==> src/rtl/gpio_apb_arbiter_pkg.sv <==
// -----------------------------------------------------------------------------
// gpio_apb_arbiter_pkg
//   Shared definitions for the GPIO expander APB path: FSM state encodings,
//   bank index width, default watchdog limit and APB width defaults reused by
//   the bank slaves and the SPI bridge.
//   Ports: none (package).
// -----------------------------------------------------------------------------
package gpio_apb_arbiter_pkg;

    // APB master FSM encodings.
    localparam logic [1:0] ST_IDLE   = 2'd0;
    localparam logic [1:0] ST_SETUP  = 2'd1;
    localparam logic [1:0] ST_ACCESS = 2'd2;

    // Width of the bank index carried by every requester.
    localparam int BANK_IDX_W = 3;

    // Defaults shared with the bank slave and the bridge.
    localparam int DEFAULT_BANK_NUM = 2;
    localparam int DEFAULT_PADDR_W  = 3;
    localparam int DEFAULT_DATA_W   = 8;
    localparam int DEFAULT_TIMEOUT  = 16;

    // True when the requested bank exists on this bus.
    function automatic logic bank_in_range(input logic [BANK_IDX_W-1:0] bank,
                                           input int bank_num);
        return int'(bank) < bank_num;
    endfunction

endpackage

==> src/rtl/gpio_rr_arb2.sv <==
// -----------------------------------------------------------------------------
// gpio_rr_arb2
//   Two-way round-robin arbiter (purely combinational).
//   Ports:
//     req_i        [1:0]  raw requests
//     mask_i       [1:0]  requesters excluded this cycle
//     last_grant_i        index of the previously granted requester
//     grant_o             index of the winner (valid only with valid_o)
//     valid_o             at least one requester is eligible
// -----------------------------------------------------------------------------
module gpio_rr_arb2 (
    input  logic [1:0] req_i,
    input  logic [1:0] mask_i,
    input  logic       last_grant_i,
    output logic       grant_o,
    output logic       valid_o
);

    logic [1:0] eligible;

    assign eligible = req_i & ~mask_i;
    assign valid_o  = |eligible;
    // On a tie the requester that did not win last time gets the bus.
    assign grant_o  = (&eligible) ? ~last_grant_i : eligible[1];

endmodule

==> src/rtl/gpio_apb_arbiter.sv <==
// -----------------------------------------------------------------------------
// gpio_apb_arbiter
//   Shares the expander's single APB bus to the GPIO banks between the SPI
//   command path (req0) and the input-scan/IRQ engine (req1). Round-robin
//   arbitration, APB SETUP/ACCESS sequencing, one-hot bank select, pready
//   watchdog and bank-range checking. All outputs are registered.
//   Ports:
//     pclk, presetn                 clock / async active-low reset
//     req*, wr*, bank*, addr*, wdata*  per-requester command (held until done)
//     done*, err*, rdata*           per-requester completion return path
//     psel, penable, pwrite, paddr, pwdata   APB master outputs
//     pready, prdata                muxed APB slave response
// -----------------------------------------------------------------------------
module gpio_apb_arbiter
    import gpio_apb_arbiter_pkg::*;
#(
    parameter int BANK_NUM    = DEFAULT_BANK_NUM,
    parameter int PADDR_WIDTH = DEFAULT_PADDR_W,
    parameter int DATA_WIDTH  = DEFAULT_DATA_W,
    parameter int TIMEOUT     = DEFAULT_TIMEOUT
) (
    input  logic                   pclk,
    input  logic                   presetn,
    input  logic                   req0,
    input  logic                   wr0,
    input  logic [BANK_IDX_W-1:0]  bank0,
    input  logic [PADDR_WIDTH-1:0] addr0,
    input  logic [DATA_WIDTH-1:0]  wdata0,
    output logic                   done0,
    output logic                   err0,
    output logic [DATA_WIDTH-1:0]  rdata0,
    input  logic                   req1,
    input  logic                   wr1,
    input  logic [BANK_IDX_W-1:0]  bank1,
    input  logic [PADDR_WIDTH-1:0] addr1,
    input  logic [DATA_WIDTH-1:0]  wdata1,
    output logic                   done1,
    output logic                   err1,
    output logic [DATA_WIDTH-1:0]  rdata1,
    output logic [BANK_NUM-1:0]    psel,
    output logic                   penable,
    output logic                   pwrite,
    output logic [PADDR_WIDTH-1:0] paddr,
    output logic [DATA_WIDTH-1:0]  pwdata,
    input  logic                   pready,
    input  logic [DATA_WIDTH-1:0]  prdata
);

    localparam int WDOG_W = $clog2(TIMEOUT + 1);

    logic [1:0]             state_q, state_d;
    logic                   last_grant_q, last_grant_d;
    logic                   grant_q, grant_d;
    logic [BANK_NUM-1:0]    psel_q, psel_d;
    logic                   penable_q, penable_d;
    logic                   pwrite_q, pwrite_d;
    logic [PADDR_WIDTH-1:0] paddr_q, paddr_d;
    logic [DATA_WIDTH-1:0]  pwdata_q, pwdata_d;
    logic [WDOG_W-1:0]      wdog_q, wdog_d;
    logic [1:0]             done_q, done_d;
    logic [1:0]             err_q, err_d;
    logic [DATA_WIDTH-1:0]  rdata_q [2];
    logic [DATA_WIDTH-1:0]  rdata_d [2];

    logic                   arb_grant, arb_valid;
    logic                   sel_wr;
    logic [BANK_IDX_W-1:0]  sel_bank;
    logic [PADDR_WIDTH-1:0] sel_addr;
    logic [DATA_WIDTH-1:0]  sel_wdata;

    // A requester whose done is showing this cycle is masked so it cannot
    // re-win the bus before it has seen completion and dropped req.
    gpio_rr_arb2 u_arb (
        .req_i        ({req1, req0}),
        .mask_i       (done_q),
        .last_grant_i (last_grant_q),
        .grant_o      (arb_grant),
        .valid_o      (arb_valid)
    );

    assign sel_wr    = arb_grant ? wr1    : wr0;
    assign sel_bank  = arb_grant ? bank1  : bank0;
    assign sel_addr  = arb_grant ? addr1  : addr0;
    assign sel_wdata = arb_grant ? wdata1 : wdata0;

    always_comb begin
        // NOTE: every variable gets a default here so no path can infer a latch.
        state_d      = state_q;
        last_grant_d = last_grant_q;
        grant_d      = grant_q;
        psel_d       = psel_q;
        penable_d    = penable_q;
        pwrite_d     = pwrite_q;
        paddr_d      = paddr_q;
        pwdata_d     = pwdata_q;
        wdog_d       = wdog_q;
        done_d       = 2'b00;
        err_d        = 2'b00;
        rdata_d      = rdata_q;

        case (state_q)
            ST_IDLE: begin
                if (arb_valid) begin
                    last_grant_d = arb_grant;
                    grant_d      = arb_grant;
                    if (!bank_in_range(sel_bank, BANK_NUM)) begin
                        // Nonexistent bank: answer with an error, bus untouched.
                        done_d[arb_grant]  = 1'b1;
                        err_d[arb_grant]   = 1'b1;
                        rdata_d[arb_grant] = '0;
                    end else begin
                        pwrite_d = sel_wr;
                        paddr_d  = sel_addr;
                        pwdata_d = sel_wdata;
                        psel_d   = BANK_NUM'(1) << sel_bank;
                        state_d  = ST_SETUP;
                    end
                end
            end
            ST_SETUP: begin
                penable_d = 1'b1;
                wdog_d    = WDOG_W'(1);
                state_d   = ST_ACCESS;
            end
            ST_ACCESS: begin
                if (pready) begin
                    if (!pwrite_q) begin
                        rdata_d[grant_q] = prdata;
                    end
                    done_d[grant_q] = 1'b1;
                    psel_d          = '0;
                    penable_d       = 1'b0;
                    state_d         = ST_IDLE;
                end else if (wdog_q == WDOG_W'(TIMEOUT)) begin
                    // Slave never answered: release the bus and report failure.
                    done_d[grant_q]  = 1'b1;
                    err_d[grant_q]   = 1'b1;
                    rdata_d[grant_q] = '0;
                    psel_d           = '0;
                    penable_d        = 1'b0;
                    state_d          = ST_IDLE;
                end else begin
                    wdog_d = wdog_q + WDOG_W'(1);
                end
            end
            default: begin
                psel_d    = '0;
                penable_d = 1'b0;
                state_d   = ST_IDLE;
            end
        endcase
    end

    // NOTE: sequential state uses non-blocking assignments only, so every
    // register samples the pre-edge value of the others.
    always_ff @(posedge pclk or negedge presetn) begin
        if (!presetn) begin
            state_q      <= ST_IDLE;
            last_grant_q <= 1'b1;  // req0 wins the first tie
            grant_q      <= 1'b0;
            psel_q       <= '0;
            penable_q    <= 1'b0;
            pwrite_q     <= 1'b0;
            paddr_q      <= '0;
            pwdata_q     <= '0;
            wdog_q       <= '0;
            done_q       <= 2'b00;
            err_q        <= 2'b00;
            rdata_q[0]   <= '0;
            rdata_q[1]   <= '0;
        end else begin
            state_q      <= state_d;
            last_grant_q <= last_grant_d;
            grant_q      <= grant_d;
            psel_q       <= psel_d;
            penable_q    <= penable_d;
            pwrite_q     <= pwrite_d;
            paddr_q      <= paddr_d;
            pwdata_q     <= pwdata_d;
            wdog_q       <= wdog_d;
            done_q       <= done_d;
            err_q        <= err_d;
            rdata_q[0]   <= rdata_d[0];
            rdata_q[1]   <= rdata_d[1];
        end
    end

    assign psel    = psel_q;
    assign penable = penable_q;
    assign pwrite  = pwrite_q;
    assign paddr   = paddr_q;
    assign pwdata  = pwdata_q;
    assign done0   = done_q[0];
    assign done1   = done_q[1];
    assign err0    = err_q[0];
    assign err1    = err_q[1];
    assign rdata0  = rdata_q[0];
    assign rdata1  = rdata_q[1];

endmodule

==> config.mk <==
export PLATFORM = sky130hd
export DESIGN_NAME = gpio_apb_arbiter
export DESIGN_NICKNAME = d
export VERILOG_FILES = /design/src/rtl/gpio_apb_arbiter_pkg.sv /design/src/rtl/gpio_rr_arb2.sv /design/src/rtl/gpio_apb_arbiter.sv
export SDC_FILE = /design/constraint.sdc
export NUM_CORES = 1
export LEC_CHECK = 0
export BUFFER_PORTS_ARGS = -buffer_cell sky130_fd_sc_hd__buf_2
export CAP_MARGIN = 20
export CORE_ASPECT_RATIO = 1.4
export CORE_MARGIN = 1
export CORE_UTILIZATION = 52
export CTS_CLUSTER_SIZE = 24
export DETAILED_ROUTE_END_ITERATION = 12
export PLACE_DENSITY = 0.82
export SLEW_MARGIN = 10
export SYNTH_ARGS = -nofsm -noshare
export SYNTH_HDL_FRONTEND = slang
export SYNTH_SLANG_ARGS = --single-unit
==> constraint.sdc <==
create_clock -name pclk -period 3.1 [get_ports pclk]
set_input_delay 0.155 -clock pclk [delete_from_list [all_inputs] [get_ports pclk]]
set_output_delay 0.155 -clock pclk [all_outputs]
set_load 0.05 [all_outputs]
==> results of run 1 <==
-- Yosys cell counts (all sizes together), types with 2 or more instances --
library cell / instances / area, µm²
o32ai: 2 / 17.52
dfrtp: 43 / 1076
a41oi: 8 / 70.07
o21ai: 2 / 13.76
nor2b: 5 / 31.28
clkbuf: 4 / 15.01
a22o: 10 / 87.58
mux2: 26 / 322.8
inv: 5 / 18.77
nand2: 25 / 93.84
and2: 4 / 26.28
buf: 8 / 70.07
mux2i: 3 / 30.03
a221o: 8 / 80.08
nor2: 9 / 33.78
a21oi: 11 / 66.32
nand4: 4 / 25.02
nand3: 3 / 15.01
ha: 2 / 25.02
o31ai: 2 / 15.01
a32o: 3 / 30.03
-- report_power, final --
group	switching, mW	internal [mW]
logic	1.25	0.578
clock network	0.192	0.239
registers	0.205	0.821
-- state kept, by name, indices dropped and copies added, names as in the netlist, 2 cells and up --
name,flops
done_q,2
rdata0,8
rdata1,8
psel,2
paddr,3
wdog_q,5
state_q,2
err_q,2
pwdata,8
-- logic make-up (layout without fill, tap and decap cells) --
| kind of cell | count (synthesis) | count (layout) |
|---|---|---|
| AO/OA/AOI/OAI | 57 | 57 |
| adder cells (fa/ha/maj) | 2 | 2 |
| buffers and inverters | 17 | 92 |
| flip-flops | 44 | 44 |
| multiplexers | 29 | 29 |
| AND/OR/NAND/NOR | 56 | 56 |
-- layer usage --
metal,GRT usage [%],share of wire (%)
met1,26.65,38
met2,44.43,55
met3,5.512,5.6
met4,7.381,1.1
met5,0,0
-- path summary, 6_finish.rpt --
check                            endpoint      start
worst min register to register    penable    penable
max in group asynchronous          pwrite    presetn
worst max-delay path            rdata1[1]  wdog_q[1]
worst min-delay path              grant_q    presetn
min in group pclk               rdata0[2]  prdata[2]
worst max register to register  rdata1[1]  wdog_q[1]
-- stage by stage --
| step | area (µm²) | cells | power (mW) |
|---|---|---|---|
| floorplan | 2362 | 205 | 2.469 |
| global placement | 2753 | 332 | 2.810 |
| detailed placement | 2753 | 332 | 2.856 |
| CTS | 2860 | 340 | 3.293 |
| global route | 2860 | 340 | 3.461 |
| finish | 2860 | 340 | 3.282 |
-- worst max-delay path, stage by stage (launching register included) --
cell and delay [ns]:
dfrtp_1 0.44, inv_1 0.11, ha_1 0.15, nor4bb_1 0.20, buf_4 0.20, nor2_1 0.12, o21ai_1 0.53, a41oi_1 0.22
-- layout make-up --
| type | instances | area [µm²] | area share, % |
|---|---|---|---|
| sequential | 44 | 1102 | 38.54 |
| tap | 60 | 75.07 | 2.625 |
| clock buffer | 6 | 72.57 | 2.537 |
| timing repair buffer | 79 | 400.4 | 14.00 |
| clock inverter | 2 | 35.03 | 1.225 |
| inverter | 5 | 18.77 | 0.6562 |
| multi-input combinational | 144 | 1156 | 40.42 |
==> results.md, run 1 <==
* Root Buffer: clkbuf_8
* Core area at 4309 µm²
* Syn Area/Cell at about 12 µm²
* Largest net degree at the start of global routing at between 40 and 50
* MaxCap Viol Count at 0
* Clk_lat worst skew at roughly 0.29 ns
* # DRC at 0
* Max FO, Critical Path at 8
* Crit share post-route at between 60% and 70%
* Worst Setup Path Type: flip-flop to flip-flop
* Unrepaired setup endpoints after global routing: no
* Clock Tree Buf Depth at 2
* Pleak at between 1 and 1.5 nW
* Power per Cell Area at about 1100 nW/µm²
* HP Class: input pin to asynchronous set/reset pin
* Status: finished, violations left
* Setup ws final at ~0.96 ns
* Per-cell routed wire length at roughly 16 µm
* CTS Hold Buffers Added at 0
* Nets at 324
* Final min period at 2.143 ns
* Max_slew headroom at a little under two fifths
* Synth Area in XOR/XNOR at 0%
* H-tree levels at 2
* CTS tree: yes
* Row count at 28
* Commonest non-fill, non-tap cell in the layout: buf_2
* Max VDD drop at 0.0006265 V
* Main combinational cell family by area after synthesis: compound AO/OA/AOI/OAI gates
* Antenna Nets Post-Route at 0
* Port Buf Inserts at between 70 and 80
* Max Clk Rate at approximately 0.47 GHz
* Register area share after synthesis at 46.66%
* First-pass GRT wire length at about 8700 µm
* CP startpoint kind: flip-flop
* Final Hold Fails at 1
* Worst R2R Setup Slack at between 0.9 and 1 ns
* Final Skew at between 0.006 and 0.007 ns
* Compound-Gate Fraction of Synth Area at roughly a fifth
* Post-Syn Area at 2362 µm²
* Die height at ~82 µm
* Die area at 4820 µm²
* Failing checks: hold timing
* Io pins at 78
* Clk pin slew, worst setup/hold paths at 0.08 ns
* Layout cells sized above 1 at between 40% and 50%
* Slew Viols, Final at 0
* Fin Hold WS at -0.0003583 ns
* Worst setup EP type: flip-flop
* Post-synth EDFFs at 0
* Ys flop type: dfrtp_1
* Syn. warnings at 0
* Starting Density at approximately 55%
* ANT cells at 0
* Final setup violating endpoints at 0
* GR Util All Layers at 23.95%
* Mapped Nets at 250
* Asr flop ratio synth at 100.0%
* Area grow syn2layout at 21.08%
* Die width at 58.97 µm
* Final Util at between 60% and 70%
* Fillers at 360
* Worst reg-to-reg path cell count at 7
* Arrival time worst endpoint at about 2.3 ns
* Most frequent cells in the layout: buf_2, dfrtp_1, nand2_1
* Fin Setup TNS at 0 ns
* Required @ worst endpoint at approximately 3.2 ns
* Slew @ Worst Pin at between 0.9 and 1 ns
* GPL Wtd Cong at 0.7894
* Worst slack, placed at between 0.9 and 1 ns
* Overflow after GRT at 0
* Initial antenna violation count at 0
* DR pass1 iterations at 4
* Vias at roughly 2,000
* Num CTS Buffers at 5
* DRT iter0 DRCs at between 100 and 150
* Vias in the first global route at slightly below 2,000
* Synth Area in Adders at ~1.1%
* Simple-gate area share of the yosys netlist at roughly 12%
* Vias per std cell at 5.835
* Clk sinks at 44
* Synth cell types at 47
* Cts repair resizes at 0
* Post-synthesis mux area share at 14.94%
* DP HPWL at 3969 µm
* Routed WL at 5416 µm
* Flops & latches, synth at 44
* Setup repair bufs after CTS at 0
* Cells after Synth at roughly 210
(Power assumes the default switching activity.)
==> inputs of run 2 (changes only) <==
--- a/config.mk
+++ b/config.mk
@@ -9,10 +9,10 @@
 export CAP_MARGIN = 20
 export CORE_ASPECT_RATIO = 1.4
 export CORE_MARGIN = 1
-export CORE_UTILIZATION = 52
+export CORE_UTILIZATION = 46
 export CTS_CLUSTER_SIZE = 24
 export DETAILED_ROUTE_END_ITERATION = 12
-export PLACE_DENSITY = 0.82
+export PLACE_DENSITY = 0.77
 export SLEW_MARGIN = 10
 export SYNTH_ARGS = -nofsm -noshare
 export SYNTH_HDL_FRONTEND = slang
==> constraint.sdc (replaced) <==
create_clock -name pclk -period 1.83 [get_ports pclk]
set_input_delay 0.0915 -clock pclk [delete_from_list [all_inputs] [get_ports pclk]]
set_output_delay 0.0915 -clock pclk [all_outputs]
set_load 0.05 [all_outputs]
==> results.md, run 2 (synthesized netlist as in run 1, its figures left out) <==
* Die area at 5430 µm² (was 4820 µm²)
* First-pass GRT wire length at 9597 µm (was 8700 µm)
* Vias at 2,012 (was 1,984)
* Cell Chain, Critical Path: nand3b_4 -> a211o_1 -> a21oi_4 -> buf_12 -> mux2_2 (was inv_1 -> ha_1 -> nor4bb_1 -> buf_4 -> nor2_1 -> o21ai_1 -> a41oi_1)
* HP Class: input pin to flip-flop (was input pin to asynchronous set/reset pin)
* Max VDD drop at 0.001138 V (was 0.0006265 V)
* GR Util All Layers at 22.44% (was 23.95%)
* Slew @ Worst Pin at 0.5483 ns (was 0.9422 ns)
* CP peak stage delay at 0.56 ns (was 0.53 ns)
* GPL Wtd Cong at 0.8360 (was 0.7894)
* Clk pin slew, worst setup/hold paths at 0.09 ns (was 0.08 ns)
* Crit share post-route at 97.28% (was 69.14%)
* Final Hold Fails at 0 (was 1)
* Commonest non-fill, non-tap cell in the layout: buf_2 (unchanged)
* Placed cell areas at 2913 µm² (was 2753 µm²)
* Met1 Usage GRT at 25.23% (was 26.65%)
* Arrival time worst endpoint at 1.97 ns (was 2.26 ns)
* H-tree levels at 2 (unchanged)
* Final Skew at 0.01095 ns (was 0.006507 ns)
* Layout cells sized above 1 at 47.99% (was 43.21%)
* Fillers at 410 (was 360)
* Routed WL at 5490 µm (was 5416 µm)
* Met3 usage at 5.395% (was 5.512%)
* Row count at 30 (was 28)
* Clock Tree Buf Depth at 2 (unchanged)
* Root Buffer: clkbuf_8 (unchanged)
* Vias per std cell at 5.558 (was 5.835)
* DP HPWL at 4140 µm (was 3969 µm)
* GRT busiest layer: met2 (unchanged)
* Core area at 4880 µm² (was 4309 µm²)
* Met2 Use GR at 41.11% (was 44.43%)
* Setup repair bufs after CTS at 0 (unchanged)
* Slowest cell on the critical path: dfstp_2 (was o21ai_1)
* Unrepaired setup endpoints after global routing: no (unchanged)
* Vias in the first global route at 2,073 (was 1,929)
* Slew Viols, Final at 0 (unchanged)
* Worst setup EP type: flip-flop (unchanged)
* Die width at 62.57 µm (was 58.97 µm)
* Final min period at 1.780 ns (was 2.143 ns)
* Clk sinks at 44 (unchanged)
* Max_slew headroom at 63.45% (was 37.19%)
* Design Area, Final at 3024 µm² (was 2860 µm²)
* Pleak at 1.501 nW (was 1.421 nW)
* Most frequent cells in the layout: buf_2, dfrtp_1, nand2_1 (unchanged)
* Setup ws final at 0.04969 ns (was 0.9566 ns)
* Largest net degree at the start of global routing at 45 (unchanged)
* Antenna Nets Post-Route at 0 (unchanged)
* Overflow after GRT at 0 (unchanged)
* Worst Setup Path Type: flip-flop to flip-flop (unchanged)
* Final setup violating endpoints at 0 (unchanged)
* WP buf/inv at 1 (was 2)
* # DRC at 0 (unchanged)
* Clk_lat worst skew at 0.31 ns (was 0.29 ns)
* Required @ worst endpoint at 2.02 ns (was 3.22 ns)
* CTS tree: yes (unchanged)
* Max Clk Rate at 0.5617 GHz (was 0.4666 GHz)
* DR pass1 iterations at 4 (unchanged)
* MaxCap Viol Count at 0 (unchanged)
* Area grow syn2layout at 28.02% (was 21.08%)
* DRT iter0 DRCs at 117 (was 113)
* Crit path max-delay family: flip-flops (was compound AO/OA/AOI/OAI gates)
* Per-cell routed wire length at 15.17 µm (was 15.93 µm)
* Power per Cell Area at 1879 nW/µm² (was 1147 nW/µm²)
* ANT cells at 0 (unchanged)
* Status: finished, final reports clean (was finished, violations left)
* Initial antenna violation count at 0 (unchanged)
* Die height at 86.79 µm (was 81.75 µm)
* Port Buf Inserts at 77 (unchanged)
* Max FO, Critical Path at 15 (was 8)
* Fin Hold WS at 0.02580 ns (was -0.0003583 ns)
* Io pins at 78 (unchanged)
* Starting Density at 48.41% (was 54.82%)
* CP startpoint kind: flip-flop (unchanged)
* Worst slack, placed at 0.05447 ns (was 0.9770 ns)
* Num CTS Buffers at 5 (unchanged)
* Nets at 342 (was 324)
run 2: cell count changes in the layout (fill, tap and decap cells not counted):
cell	previous run	this run
buf_4	2	17
buf_12	0	2
clkinvlp_4	0	2
dfrtp_1	43	41
dfrtp_2	0	2
bufinv_16	1	0
clkbuf_1	1	0
clkbuf_8	5	6
clkinv_2	1	0
dlygate4sd3_1	0	1
nor2b_1	5	4
nor2b_2	0	1
o2111a_1	1	0
o2111a_2	0	1
run 2: area by class of cell:
class	instances	area (µm²)	share of cell area [%]
Multi-Input combinational cell	144	1160	38.35
Sequential cell	44	1105	36.53
Timing Repair Buffer	97	563.0	18.62
Clock buffer	6	82.58	2.731
Tap cell	64	80.08	2.648
Inverter	5	18.77	0.6206
Clock inverter	2	15.01	0.4965
run 2: what timing repair did:
action,in CTS,in global routing
gates resized for setup,0,2
endpoints found under the setup margin,0,12
hold buffers,1,0
hold endpoints to repair,43,0
run 2: stage by stage:
step	std cells	total power, mW	TNS (ns)	utilization [%]
finish	362	5.682	0	61.97
global route	362	6.027	0	61.97
CTS	362	5.713	0	61.90
detailed placement	353	5.050	0	59.69
global placement	353	4.968	0	59.69
floorplan	205	4.187	-0.2737	-
run 2: worst register-to-register path, stage by stage, from the launching register on:
cell      delay (ns)
dfstp_2         0.56
nand3b_4        0.11
a211o_1         0.32
a21oi_4         0.16
buf_12          0.18
mux2_2          0.35
run 2: final timing paths:
kind / from / to / slack (ns) / cells past startpoint
worst max-delay path: last_grant_q / pwdata[7] / 0.05 / 5
worst min-delay path: prdata[3] / rdata0[3] / 0.03 / 2
worst max register to register: last_grant_q / pwdata[7] / 0.05 / 5
worst min register to register: penable / penable / 0.48 / 1
max in group asynchronous: presetn / done_q[0] / 1.05 / 3
min in group asynchronous: presetn / paddr[0] / 0.39 / 3
run 2: metal layers:
metal / up-vias / wire length [µm]
li1: 960 / -
met1: 980 / 2259
met2: 62 / 2863
met3: 10 / 275
met4: 0 / 93
met5: - / 0
run 2: power breakdown:
group          internal (mW)  leakage, nW  switching [mW]
Combinational           1.15        0.900            2.18
Clock                  0.306       0.0434           0.343
Sequential              1.39        0.558           0.312
Total                   2.85         1.50            2.83
